## src/rtl/scalar_issue_ctrl_if.sv

```systemverilog
// Dispatch / writeback / FU handshake bundle for scalar_issue_ctrl.
// The master drives dispatch, writeback and FU status; the slave drives busy and issue.
interface scalar_issue_ctrl_if #(
  parameter int unsigned NFU    = 3,
  parameter int unsigned TAG_W  = 2,
  parameter int unsigned REG_W  = 5,
  parameter int unsigned WORD_W = 32
);
  logic              disp_valid;
  logic [1:0]        disp_fu;
  logic [REG_W-1:0]  disp_rd;
  logic [REG_W-1:0]  disp_rs1;
  logic [REG_W-1:0]  disp_rs2;
  logic [WORD_W-1:0] disp_imm;
  logic [TAG_W-1:0]  disp_t1;
  logic [TAG_W-1:0]  disp_t2;
  logic              wb_valid;
  logic [TAG_W-1:0]  wb_tag;
  logic [NFU-1:0]    fu_ready;
  logic [NFU-1:0]    fu_done;
  logic [NFU-1:0]    fust_busy;
  logic              iss_valid;
  logic [1:0]        iss_fu;
  logic [REG_W-1:0]  iss_rd;
  logic [REG_W-1:0]  iss_rs1;
  logic [REG_W-1:0]  iss_rs2;
  logic [WORD_W-1:0] iss_imm;

  modport master (
    output disp_valid, disp_fu, disp_rd, disp_rs1, disp_rs2, disp_imm, disp_t1, disp_t2,
    output wb_valid, wb_tag, fu_ready, fu_done,
    input  fust_busy, iss_valid, iss_fu, iss_rd, iss_rs1, iss_rs2, iss_imm
  );

  modport slave (
    input  disp_valid, disp_fu, disp_rd, disp_rs1, disp_rs2, disp_imm, disp_t1, disp_t2,
    input  wb_valid, wb_tag, fu_ready, fu_done,
    output fust_busy, iss_valid, iss_fu, iss_rd, iss_rs1, iss_rs2, iss_imm
  );
endinterface

```

## src/rtl/scalar_issue_ctrl.sv

```systemverilog
// Scalar FUST reader: tracks tag readiness per FU entry, issues one ready entry per cycle.
// Define ISSUE_RR_EN for round-robin select; otherwise fixed priority ALU > LD_ST > BRANCH.
module scalar_issue_ctrl #(
  parameter int unsigned NFU    = 3,
  parameter int unsigned TAG_W  = 2,
  parameter int unsigned REG_W  = 5,
  parameter int unsigned WORD_W = 32
) (
  input logic                clk,
  input logic                rst,
  scalar_issue_ctrl_if.slave bus
);

  localparam int unsigned FuW = 2;

  typedef enum logic [1:0] {FustEmpty, FustWait, FustRdy, FustEx} fust_state_e;

  fust_state_e       r_state     [NFU];
  fust_state_e       w_state_nxt [NFU];
  logic [REG_W-1:0]  r_rd        [NFU];
  logic [REG_W-1:0]  r_rs1       [NFU];
  logic [REG_W-1:0]  r_rs2       [NFU];
  logic [WORD_W-1:0] r_imm       [NFU];
  logic [TAG_W-1:0]  r_t1        [NFU];
  logic [TAG_W-1:0]  r_t2        [NFU];

  logic              r_iss_valid;
  logic [FuW-1:0]    r_iss_fu;
  logic [REG_W-1:0]  r_iss_rd;
  logic [REG_W-1:0]  r_iss_rs1;
  logic [REG_W-1:0]  r_iss_rs2;
  logic [WORD_W-1:0] r_iss_imm;

  logic [TAG_W-1:0]  w_disp_t1;
  logic [TAG_W-1:0]  w_disp_t2;
  logic [NFU-1:0]    w_disp_acc;
  logic [NFU-1:0]    w_can_iss;
  logic [NFU-1:0]    w_busy;
  logic              w_sel_valid;
  logic [FuW-1:0]    w_sel_idx;

  // Same-cycle writeback bypass on the incoming tags.
  always_comb begin
    w_disp_t1 = (bus.wb_valid && (bus.disp_t1 == bus.wb_tag)) ? '0 : bus.disp_t1;
    w_disp_t2 = (bus.wb_valid && (bus.disp_t2 == bus.wb_tag)) ? '0 : bus.disp_t2;
  end

  always_comb begin
    w_disp_acc = '0;
    w_can_iss  = '0;
    w_busy     = '0;
    for (int i = 0; i < NFU; i++) begin
      w_disp_acc[i] = bus.disp_valid && (bus.disp_fu == FuW'(i)) && (r_state[i] == FustEmpty);
      w_can_iss[i]  = (r_state[i] == FustRdy) && bus.fu_ready[i];
      w_busy[i]     = (r_state[i] != FustEmpty);
    end
  end

`ifdef ISSUE_RR_EN
  logic [FuW-1:0] r_ptr;

  always_comb begin
    int unsigned idx;
    idx         = 0;
    w_sel_valid = 1'b0;
    w_sel_idx   = '0;
    for (int unsigned k = 0; k < NFU; k++) begin
      idx = (32'(r_ptr) + k) % NFU;
      if (!w_sel_valid && w_can_iss[idx]) begin
        w_sel_valid = 1'b1;
        w_sel_idx   = FuW'(idx);
      end
    end
  end

  always_ff @(posedge clk or posedge rst) begin
    if (rst) begin
      r_ptr <= '0;
    end else if (w_sel_valid) begin
      r_ptr <= (32'(w_sel_idx) == NFU - 1) ? '0 : w_sel_idx + 1'b1;
    end
  end
`else
  always_comb begin
    w_sel_valid = 1'b0;
    w_sel_idx   = '0;
    for (int k = 0; k < NFU; k++) begin
      if (!w_sel_valid && w_can_iss[k]) begin
        w_sel_valid = 1'b1;
        w_sel_idx   = FuW'(k);
      end
    end
  end
`endif

  // WAIT only sees registered tags, so RDY lands one edge after the writeback clears them.
  always_comb begin
    for (int i = 0; i < NFU; i++) begin
      w_state_nxt[i] = r_state[i];
      unique case (r_state[i])
        FustEmpty: begin
          if (w_disp_acc[i]) begin
            w_state_nxt[i] = ((w_disp_t1 == '0) && (w_disp_t2 == '0)) ? FustRdy : FustWait;
          end
        end
        FustWait: begin
          if ((r_t1[i] == '0) && (r_t2[i] == '0)) w_state_nxt[i] = FustRdy;
        end
        FustRdy: begin
          if (w_sel_valid && (w_sel_idx == FuW'(i))) w_state_nxt[i] = FustEx;
        end
        FustEx: begin
          if (bus.fu_done[i]) w_state_nxt[i] = FustEmpty;
        end
        default: w_state_nxt[i] = FustEmpty;
      endcase
    end
  end

  always_ff @(posedge clk or posedge rst) begin
    if (rst) begin
      for (int i = 0; i < NFU; i++) begin
        r_state[i] <= FustEmpty;
        r_rd[i]    <= '0;
        r_rs1[i]   <= '0;
        r_rs2[i]   <= '0;
        r_imm[i]   <= '0;
        r_t1[i]    <= '0;
        r_t2[i]    <= '0;
      end
    end else begin
      for (int i = 0; i < NFU; i++) begin
        r_state[i] <= w_state_nxt[i];
        if (w_disp_acc[i]) begin
          r_rd[i]  <= bus.disp_rd;
          r_rs1[i] <= bus.disp_rs1;
          r_rs2[i] <= bus.disp_rs2;
          r_imm[i] <= bus.disp_imm;
          r_t1[i]  <= w_disp_t1;
          r_t2[i]  <= w_disp_t2;
        end else if ((r_state[i] == FustWait) && bus.wb_valid) begin
          if (r_t1[i] == bus.wb_tag) r_t1[i] <= '0;
          if (r_t2[i] == bus.wb_tag) r_t2[i] <= '0;
        end
      end
    end
  end

  always_ff @(posedge clk or posedge rst) begin
    if (rst) begin
      r_iss_valid <= 1'b0;
      r_iss_fu    <= '0;
      r_iss_rd    <= '0;
      r_iss_rs1   <= '0;
      r_iss_rs2   <= '0;
      r_iss_imm   <= '0;
    end else begin
      r_iss_valid <= w_sel_valid;
      if (w_sel_valid) begin
        r_iss_fu  <= w_sel_idx;
        r_iss_rd  <= r_rd[w_sel_idx];
        r_iss_rs1 <= r_rs1[w_sel_idx];
        r_iss_rs2 <= r_rs2[w_sel_idx];
        r_iss_imm <= r_imm[w_sel_idx];
      end
    end
  end

  assign bus.fust_busy = w_busy;
  assign bus.iss_valid = r_iss_valid;
  assign bus.iss_fu    = r_iss_fu;
  assign bus.iss_rd    = r_iss_rd;
  assign bus.iss_rs1   = r_iss_rs1;
  assign bus.iss_rs2   = r_iss_rs2;
  assign bus.iss_imm   = r_iss_imm;

endmodule

```

## src/flat_wrapper.sv

```systemverilog
// flat-port wrapper written by rule: the top's interface ports become plain ports
module scalar_issue_ctrl_flat 
#(
  parameter int unsigned NFU    = 3,
  parameter int unsigned TAG_W  = 2,
  parameter int unsigned REG_W  = 5,
  parameter int unsigned WORD_W = 32
)
  (clk, rst, bus_disp_valid, bus_disp_fu, bus_disp_rd, bus_disp_rs1, bus_disp_rs2, bus_disp_imm, bus_disp_t1, bus_disp_t2, bus_wb_valid, bus_wb_tag, bus_fu_ready, bus_fu_done, bus_fust_busy, bus_iss_valid, bus_iss_fu, bus_iss_rd, bus_iss_rs1, bus_iss_rs2, bus_iss_imm);
  scalar_issue_ctrl_if #(.NFU(NFU), .TAG_W(TAG_W), .REG_W(REG_W), .WORD_W(WORD_W)) bus_i ();
  input logic clk;
  input logic rst;
  input wire logic [$bits(bus_i.disp_valid)-1:0] bus_disp_valid;
  input wire logic [$bits(bus_i.disp_fu)-1:0] bus_disp_fu;
  input wire logic [$bits(bus_i.disp_rd)-1:0] bus_disp_rd;
  input wire logic [$bits(bus_i.disp_rs1)-1:0] bus_disp_rs1;
  input wire logic [$bits(bus_i.disp_rs2)-1:0] bus_disp_rs2;
  input wire logic [$bits(bus_i.disp_imm)-1:0] bus_disp_imm;
  input wire logic [$bits(bus_i.disp_t1)-1:0] bus_disp_t1;
  input wire logic [$bits(bus_i.disp_t2)-1:0] bus_disp_t2;
  input wire logic [$bits(bus_i.wb_valid)-1:0] bus_wb_valid;
  input wire logic [$bits(bus_i.wb_tag)-1:0] bus_wb_tag;
  input wire logic [$bits(bus_i.fu_ready)-1:0] bus_fu_ready;
  input wire logic [$bits(bus_i.fu_done)-1:0] bus_fu_done;
  output wire logic [$bits(bus_i.fust_busy)-1:0] bus_fust_busy;
  output wire logic [$bits(bus_i.iss_valid)-1:0] bus_iss_valid;
  output wire logic [$bits(bus_i.iss_fu)-1:0] bus_iss_fu;
  output wire logic [$bits(bus_i.iss_rd)-1:0] bus_iss_rd;
  output wire logic [$bits(bus_i.iss_rs1)-1:0] bus_iss_rs1;
  output wire logic [$bits(bus_i.iss_rs2)-1:0] bus_iss_rs2;
  output wire logic [$bits(bus_i.iss_imm)-1:0] bus_iss_imm;
  assign bus_i.disp_valid = bus_disp_valid;
  assign bus_i.disp_fu = bus_disp_fu;
  assign bus_i.disp_rd = bus_disp_rd;
  assign bus_i.disp_rs1 = bus_disp_rs1;
  assign bus_i.disp_rs2 = bus_disp_rs2;
  assign bus_i.disp_imm = bus_disp_imm;
  assign bus_i.disp_t1 = bus_disp_t1;
  assign bus_i.disp_t2 = bus_disp_t2;
  assign bus_i.wb_valid = bus_wb_valid;
  assign bus_i.wb_tag = bus_wb_tag;
  assign bus_i.fu_ready = bus_fu_ready;
  assign bus_i.fu_done = bus_fu_done;
  assign bus_fust_busy = bus_i.fust_busy;
  assign bus_iss_valid = bus_i.iss_valid;
  assign bus_iss_fu = bus_i.iss_fu;
  assign bus_iss_rd = bus_i.iss_rd;
  assign bus_iss_rs1 = bus_i.iss_rs1;
  assign bus_iss_rs2 = bus_i.iss_rs2;
  assign bus_iss_imm = bus_i.iss_imm;
  scalar_issue_ctrl #(.NFU(NFU), .TAG_W(TAG_W), .REG_W(REG_W), .WORD_W(WORD_W)) u_core (.clk(clk), .rst(rst), .bus(bus_i));
endmodule
```

## config.mk

```make
export PLATFORM = sky130hd
export DESIGN_NAME = scalar_issue_ctrl_flat
export DESIGN_NICKNAME = d
export VERILOG_FILES = /design/src/rtl/scalar_issue_ctrl_if.sv /design/src/rtl/scalar_issue_ctrl.sv /design/src/flat_wrapper.sv
export SDC_FILE = /design/constraint.sdc
export NUM_CORES = 1
export LEC_CHECK = 0
export CAP_MARGIN = 10
export CORE_UTILIZATION = 38
export DETAILED_ROUTE_END_ITERATION = 10
export GPL_TIMING_DRIVEN = 0
export SYNTH_ARGS = -nofsm -noshare
export SYNTH_HDL_FRONTEND = slang
export SYNTH_SLANG_ARGS = --single-unit
```

## constraint.sdc

```tcl
create_clock -name clk -period 7.9 [get_ports clk]
set_input_delay 1.185 -clock clk [delete_from_list [all_inputs] [get_ports clk]]
set_output_delay 1.185 -clock clk [all_outputs]
set_load 0.03 [all_outputs]
```

==> out/qor.csv, run 1 <==
stage,metric,value,unit
min_path,end of the worst hold path,u_core.r_rd[3],
route,Routed Wire Length,25.6,mm
setup_path,crit path DAT,2050,ps
placed_design,Final HPWL DP,17.1,mm
timing,crit path time final,3230,ps
finish,fin cells,1453,
clock_network,H-Tree Level Count,1,
setup_path,Worst R2R End,u_core.bus.iss_imm[11],
clock_network,TritonCTS Buffers,24,
finish,area grow syn2layout,24.5,%
global_routing,maximum number of pins on one net before global-route repair,118,
finish,Antenna diodes,0,
timing,Max Clk Rate,0.309,GHz
floorplan,IO Pins,118,
clock_network,clock latency on the worst-skew pair,520,ps
synth,"Distinct cells, synth",50,
synth,share of the synthesized area in the top cell type,55.6,%
finish,Layout Utilization,48.2,%
route,post-route ant nets,0,
floorplan,# rows,57,
pwr,PwrDens,401,nW/µm²
floorplan,die width,159,µm
floorplan,Die ar.,25400,µm²
global_routing,number of antenna violations at the first check in global routing,0,
clock_network,CTS tree,done,
synth,"area leader, netlist",dfrtp_1,
pwr,VDD IR max,0.170,mV
min_path,hold depth,2,
floorplan,Initial Utilization,38.7,%
floorplan,core outline area,24300,µm²
run_status,run status,"finished, final reports clean",
floorplan,Die Y-Extent,159,µm
route,DRC Markers,0,
global_routing,Congestion Overflow GR,0,
setup_path,CP Cell Sequence,inv_1 -> ha_1 -> inv_1 -> clkdlybuf4s50_1,
setup_path,Setup CP Type,flip-flop to output pin,
clock_network,CTS Buffer Depth,3,
route,per-cell routed wire length,17.6,µm
setup_path,Reg2Reg Setup Slack,5600,ps
synth,Post-synth top cells,"nand2_1 (393), dfrtp_1 (209), and3_1 (48)",
clock_network,clk sinks,209,
min_path,Hold Startpoint,u_core.r_rd[3],
clock_network,root buf cell,clkbuf_16,
route,First-pass DRT Iterations,5,
clock_network,CTS Hold Bufs,0,
finish,share of post-route cells with drive strength above 1,10.1,%
synth,Post-synth top flop,dfrtp_1,
finish,Nets,1195,
setup_path,WP data required,6710,ps
setup_path,r2r worst-path depth,7,
min_path,Hold Path Class,flip-flop to flip-flop,
setup_path,CP endpoint kind,output pin,
setup_path,CP max stage cell,clkdlybuf4s50_1,
synth,synthesized area,9400,µm²
synth,yosys warns,0,
synth,Post-synth EDFFs,0,
timing,worst-case clock skew,17.8,ps
setup_path,worst r2r src,u_core.r_state[4],
timing,final count of negative-setup-slack endpoints,0,
setup_path,Crit path top cell by count,inv_1,
setup_path,CP max stage delay,680,ps
clock_network,Clock Pin Slew Worst Setup and Hold Paths,60,ps
timing,Worst-Margin Slew,819,ps
route,drt via density,5.14,
global_routing,first-pass GRT wire length,41.0,mm
synth,syn avg cell area,9.66,µm²
timing,slew margin rel.,45.4,%
synth,cells after synthesis,973,
job,maxcap violations,0,
placed_design,placed cell count,1413,
clock_network,post-cts gate resize count,0,
setup_path,CP Max Fanout,4,
setup_path,Worst Setup Start Kind,flip-flop,
clock_network,post-CTS setup buffer count,0,
placed_design,routability cong.,0.789,
route,Vias,7471,
timing,RSZ-0062 raised after global routing,false,
timing,final hold vios,0,
timing,Final period util,40.9,%
placed_design,Buffers on Ports,115,
global_routing,total track usage,20.5,%
pwr,Pleak,0.00553,µW
route,First DRT Iteration DRCs,469,
synth,Synth area leaders,"dfrtp_1 (56%), nand2_1 (16%), mux2_2 (5.6%)",
global_routing,vias in the first global route,7375,
synth,Syn Nets,1053,
synth,Post-synth ARST share,100,%
timing,max-slew violations,0,
synth,most common cell in the netlist,nand2_1,
synth,post-synthesis register bit count,209,
synth,"Seq/Total Area, Yosys",55.6,%
[metrics by stage]
| step | hold WS (ps) | setup TNS [ps] | area (µm²) | total power (µW) | setup slack [ps] |
|---|---|---|---|---|---|
| floorplan | 437 | 0 | 9400 | 3030 | 1010 |
| global placement | 450 | -427290 | 11000 | 3650 | -2060 |
| detailed placement | 454 | 0 | 11000 | 3690 | 4600 |
| CTS | 468 | 0 | 11700 | 4730 | 4650 |
| global route | 480 | 0 | 11700 | 5000 | 4580 |
| finish | 464 | 0 | 11700 | 4690 | 4670 |
[critical path: cells and delay by family, from the launching register on]
family / cells / cell delay (ps)
buf+inv: 3 / 900
flops: 1 / 400
fa+ha+maj: 1 / 250
[routing by layer]
layer / global-route usage (%) / up-vias / share of wire, %
met5: 0 / - / 0
met4: 4.98 / 0 / 2.1
met3: 3.28 / 38 / 5.3
met2: 32.6 / 198 / 46
met1: 29.2 / 3658 / 47
li1: - / 3577 / -
[cell families after synthesis]
family                     synth area share, %
and+or+nand+nor                           21.0
DFF                                       55.6
AOI/OAI and AO/OA                         10.5
buffers and inverters                     3.73
muxes                                     5.73
xor gates and xnor gates                  1.49
adders and majority gates                 2.00
[state kept, by name, summed over array words and instances, names as in the netlist]
| name | count |
|---|---|
| u_core.r_rd | 15 |
| u_core.r_rs1 | 15 |
| u_core.bus.iss_valid | 1 |
| u_core.r_t2 | 6 |
| u_core.bus.iss_rs2 | 5 |
| u_core.r_t1 | 6 |
| u_core.r_state | 6 |
| u_core.bus.iss_fu | 2 |
| u_core.bus.iss_imm | 32 |
| u_core.r_rs2 | 15 |
| u_core.bus.iss_rs1 | 5 |
| u_core.r_imm | 96 |
| u_core.bus.iss_rd | 5 |
[where the power goes]
group / internal, µW / total [µW] / switching, µW
clock: 605 / 1020 / 412
combinational: 763 / 1760 / 1000
sequential: 1600 / 1910 / 308
total: 2970 / 4690 / 1720
[worst max-delay path by stage]
stage / slack, ps / cells after the start / end / from
4_1_cts: 4650 / 4 / bus_fust_busy[2] / u_core.r_state[0]
6_report: 4670 / 4 / bus_fust_busy[2] / u_core.r_state[0]
5_1_grt: 4580 / 4 / bus_fust_busy[2] / u_core.r_state[0]
2_1_floorplan: 1010 / 1 / u_core.bus.iss_fu[0] / rst
3_5_place_dp: 4600 / 5 / u_core.r_state[5] / bus_wb_valid
3_3_place_gp: -2060 / 2 / u_core.r_state[2] / rst
[cell type report]
type                            instances  area (µm²)
Fill cell                            2268       12600
Sequential cell                       209        5230
Multi-Input combinational cell        687        3820
Timing Repair Buffer                  116        1180
Clock buffer                           39         708
Tap cell                              324         405
Buffer                                 64         302
Inverter                               13        56.3
Clock inverter                          1        7.51
[cell usage in the layout (no fill, tap or decap), types with 3 or more instances in the layout]
cell type	Yosys	final
a211oi_1	47	47
a31oi_1	47	47
a41oi_1	4	4
and3_1	48	48
buf_2	28	28
buf_6	3	3
clkbuf_1	32	43
clkbuf_16	0	25
clkbuf_8	0	3
clkdlybuf4s50_1	0	115
dfrtp_1	209	209
ha_1	15	15
inv_1	13	12
mux2_2	47	47
nand2_1	393	393
nand2b_1	3	3
nand3_1	3	3
nand4_1	4	4
nor2_1	3	3
nor2b_1	3	3
o211ai_1	3	3
o21ai_0	16	16
xnor2_1	8	8
xor2_1	8	8
No activity file was read; power rests on OpenSTA's default activity.
==> run 2: changes to the inputs <==
Clock period 7.9 ns to 3.3 ns, I/O delays scaled along.
==> run 2 against run 1 <==
Effect of this change: clock skew is 1.2 ps lower; routed wire length is 0.31% lower; sequential power is 140% higher; critical endpoint unchanged; sequential cell count stayed put; first-iteration DRC count is 6.2% lower; critical path type unchanged; final area is 0.60% higher; clock-buffer cell count is 4 lower; register-to-register slack worse by 4500 ps.
==> out/qor.csv, run 2 (synthesis results as in run 1) <==
stage,metric,value,unit,change
pwr,sequential power share,40.6,%,about the same
floorplan,# rows,57,,unchanged
global_routing,maximum number of pins on one net before global-route repair,42,,-64%
finish,Antenna diodes,0,,unchanged
pwr,Power Total,11300,µW,+140%
timing,Worst-Margin Slew,831,ps,+12.1 ps
setup_path,CP Max Fanout,4,,unchanged
setup_path,"CP delay by family, top",buffers and inverters,,
pwr,PwrDens,955,nW/µm²,+140%
floorplan,core outline area,24300,µm²,unchanged
finish,Reg with most FFs,u_core.r_imm,,
placed_design,placed cell count,1417,,+0.28%
global_routing,vias in the first global route,7260,,-1.6%
timing,Max Clk Rate,0.396,GHz,
finish,most frequent cells in the layout,"nand2_1 (393), dfrtp_1 (209), clkdlybuf4s50_1 (115)",,
clock_network,H-Tree Level Count,1,,unchanged
timing,Final period util,76.6,%,
timing,final count of negative-setup-slack endpoints,0,,unchanged
setup_path,crit path DAT,2030,ps,-20 ps
setup_path,Worst Path Buf+Inv,3,,unchanged
global_routing,number of antenna violations at the first check in global routing,0,,unchanged
floorplan,Initial Utilization,38.7,%,unchanged
clock_network,clk sinks,209,,unchanged
clock_network,post-cts gate resize count,0,,unchanged
floorplan,Die ar.,25400,µm²,unchanged
global_routing,Congestion Overflow GR,0,,unchanged
finish,Nets,1198,,+0.25%
setup_path,CP max stage delay,680,ps,about the same
route,per-cell routed wire length,17.5,µm,-0.59%
clock_network,root buf cell,clkbuf_16,,
finish,"commonest non-fill, non-tap cell in the layout",nand2_1,,
route,First-pass DRT Iterations,6,,+1
min_path,Hold Path Class,flip-flop to flip-flop,,
placed_design,routability cong.,0.785,,-0.46%
setup_path,Setup CP Type,flip-flop to output pin,,
clock_network,TritonCTS Buffers,23,,-4.2%
timing,max-slew violations,0,,unchanged
route,Routed Wire Length,25.5,mm,-0.31%
route,DRC Markers,0,,unchanged
setup_path,CP max stage cell,clkdlybuf4s50_1,,
clock_network,post-CTS setup buffer count,0,,unchanged
timing,RSZ-0062 raised after global routing,false,,
pwr,Comb power frac,37.5,%,about the same
setup_path,Worst Setup Start Kind,flip-flop,,
clock_network,CTS Buffer Depth,3,,unchanged
timing,worst-case clock skew,16.7,ps,-1.16 ps
route,drt via density,5.17,,+0.57%
pwr,VDD IR max,0.591,mV,+250%
placed_design,Final HPWL DP,17.3,mm,+1.3%
global_routing,total track usage,20.3,%,-0.16 points
job,maxcap violations,0,,unchanged
pwr,NetSw,4130,µW,+140%
placed_design,area of placed instances,11100,µm²,+0.63%
finish,fin cells,1457,,+0.28%
finish,"Non-Filler Cell Area, Final",11800,µm²,+0.60%
timing,crit path time final,2530,ps,
pwr,Pleak,0.00556,µW,+0.61%
floorplan,die width,159,µm,unchanged
route,post-route ant nets,0,,unchanged
pwr,Clk pwr share,21.9,%,+0.2 points
clock_network,CTS Hold Bufs,0,,unchanged
finish,area grow syn2layout,25.3,%,
setup_path,Crit path top cell by count,inv_1,,
floorplan,IO Pins,118,,unchanged
clock_network,CTS tree,done,,
setup_path,CP endpoint kind,output pin,,
finish,Largest register FFs,96,,unchanged
placed_design,Buffers on Ports,115,,unchanged
run_status,run status,"finished, final reports clean",,
setup_path,WP data required,2800,ps,-3910 ps
floorplan,Die Y-Extent,159,µm,unchanged
clock_network,clock latency on the worst-skew pair,510,ps,about the same
pwr,Int Pwr,7120,µW,+140%
clock_network,Clock Pin Slew Worst Setup and Hold Paths,60,ps,about the same
global_routing,first-pass GRT wire length,40.8,mm,-0.40%
route,Vias,7534,,+0.84%
route,First DRT Iteration DRCs,440,,-6.2%
pwr,sw frac,36.7,%,about the same
finish,share of post-route cells with drive strength above 1,10.7,%,+0.58 points
timing,final hold vios,0,,unchanged
timing,slew margin rel.,44.5,%,-0.92 points
setup_path,CP Cell Sequence,inv_1 -> ha_1 -> inv_1 -> clkdlybuf4s50_1,,
-- run 2: final timing paths --
path	startpoint	to	slack, ps	depth (start not counted)
worst max-delay path	u_core.r_state[0]	bus_fust_busy[2]	770	4
worst min-delay path	u_core.r_imm[4]	u_core.r_imm[4]	460	2
worst max register to register	u_core.r_state[2]	u_core.bus.iss_imm[15]	1060	7
worst min register to register	u_core.r_imm[4]	u_core.r_imm[4]	460	2
max in group asynchronous	rst	u_core.bus.iss_imm[24]	1840	4
min in group asynchronous	rst	u_core.r_imm[44]	520	2
-- run 2: worst min-delay path, stage by stage, from the launching register on --
cell and delay (ps):
dfrtp_1 330, nand2_1 50, nand2_1 50
-- run 2: power by group through the flow --
stage	registers, µW	clock network (µW)	logic (µW)
final	4570	2460	4220
after global routing	4710	2610	4660
after global placement	4580	0	4150
after CTS	4560	2520	4260
after detailed placement	4600	0	4240
after floorplan	5010	0	2240
-- run 2: stage by stage --
step / TNS (ps) / setup WS, ps / hold WS, ps / utilization [%]
after global routing: 0 / 654 / 484 / 48.4
after CTS: 0 / 734 / 468 / 48.4
final: 0 / 772 / 463 / 48.4
after global placement: -346330 / -1680 / 449 / 45.1
after floorplan: 0 / 90.8 / 437 / -
after detailed placement: 0 / 749 / 454 / 45.5
-- run 2: final cells by class --
type	count	area, µm²
multi-input cells	687	3820
clock inverters	5	56.3
plain buffers	64	302
clock buffers	35	661
inverters	13	52.6
fillers	2339	12500
repair buffers	120	1250
flip-flops and latches	209	5230
well taps	324	405
-- run 2: metal layers --
| layer | GRT usage, % | up-vias | routed length, µm |
|---|---|---|---|
| met1 | 29.0 | 3697 | 11900 |
| li1 | - | 3589 | - |
| met4 | 5.55 | 0 | 556 |
| met2 | 32.5 | 213 | 11800 |
| met3 | 2.74 | 35 | 1230 |
| met5 | 0 | - | 0 |
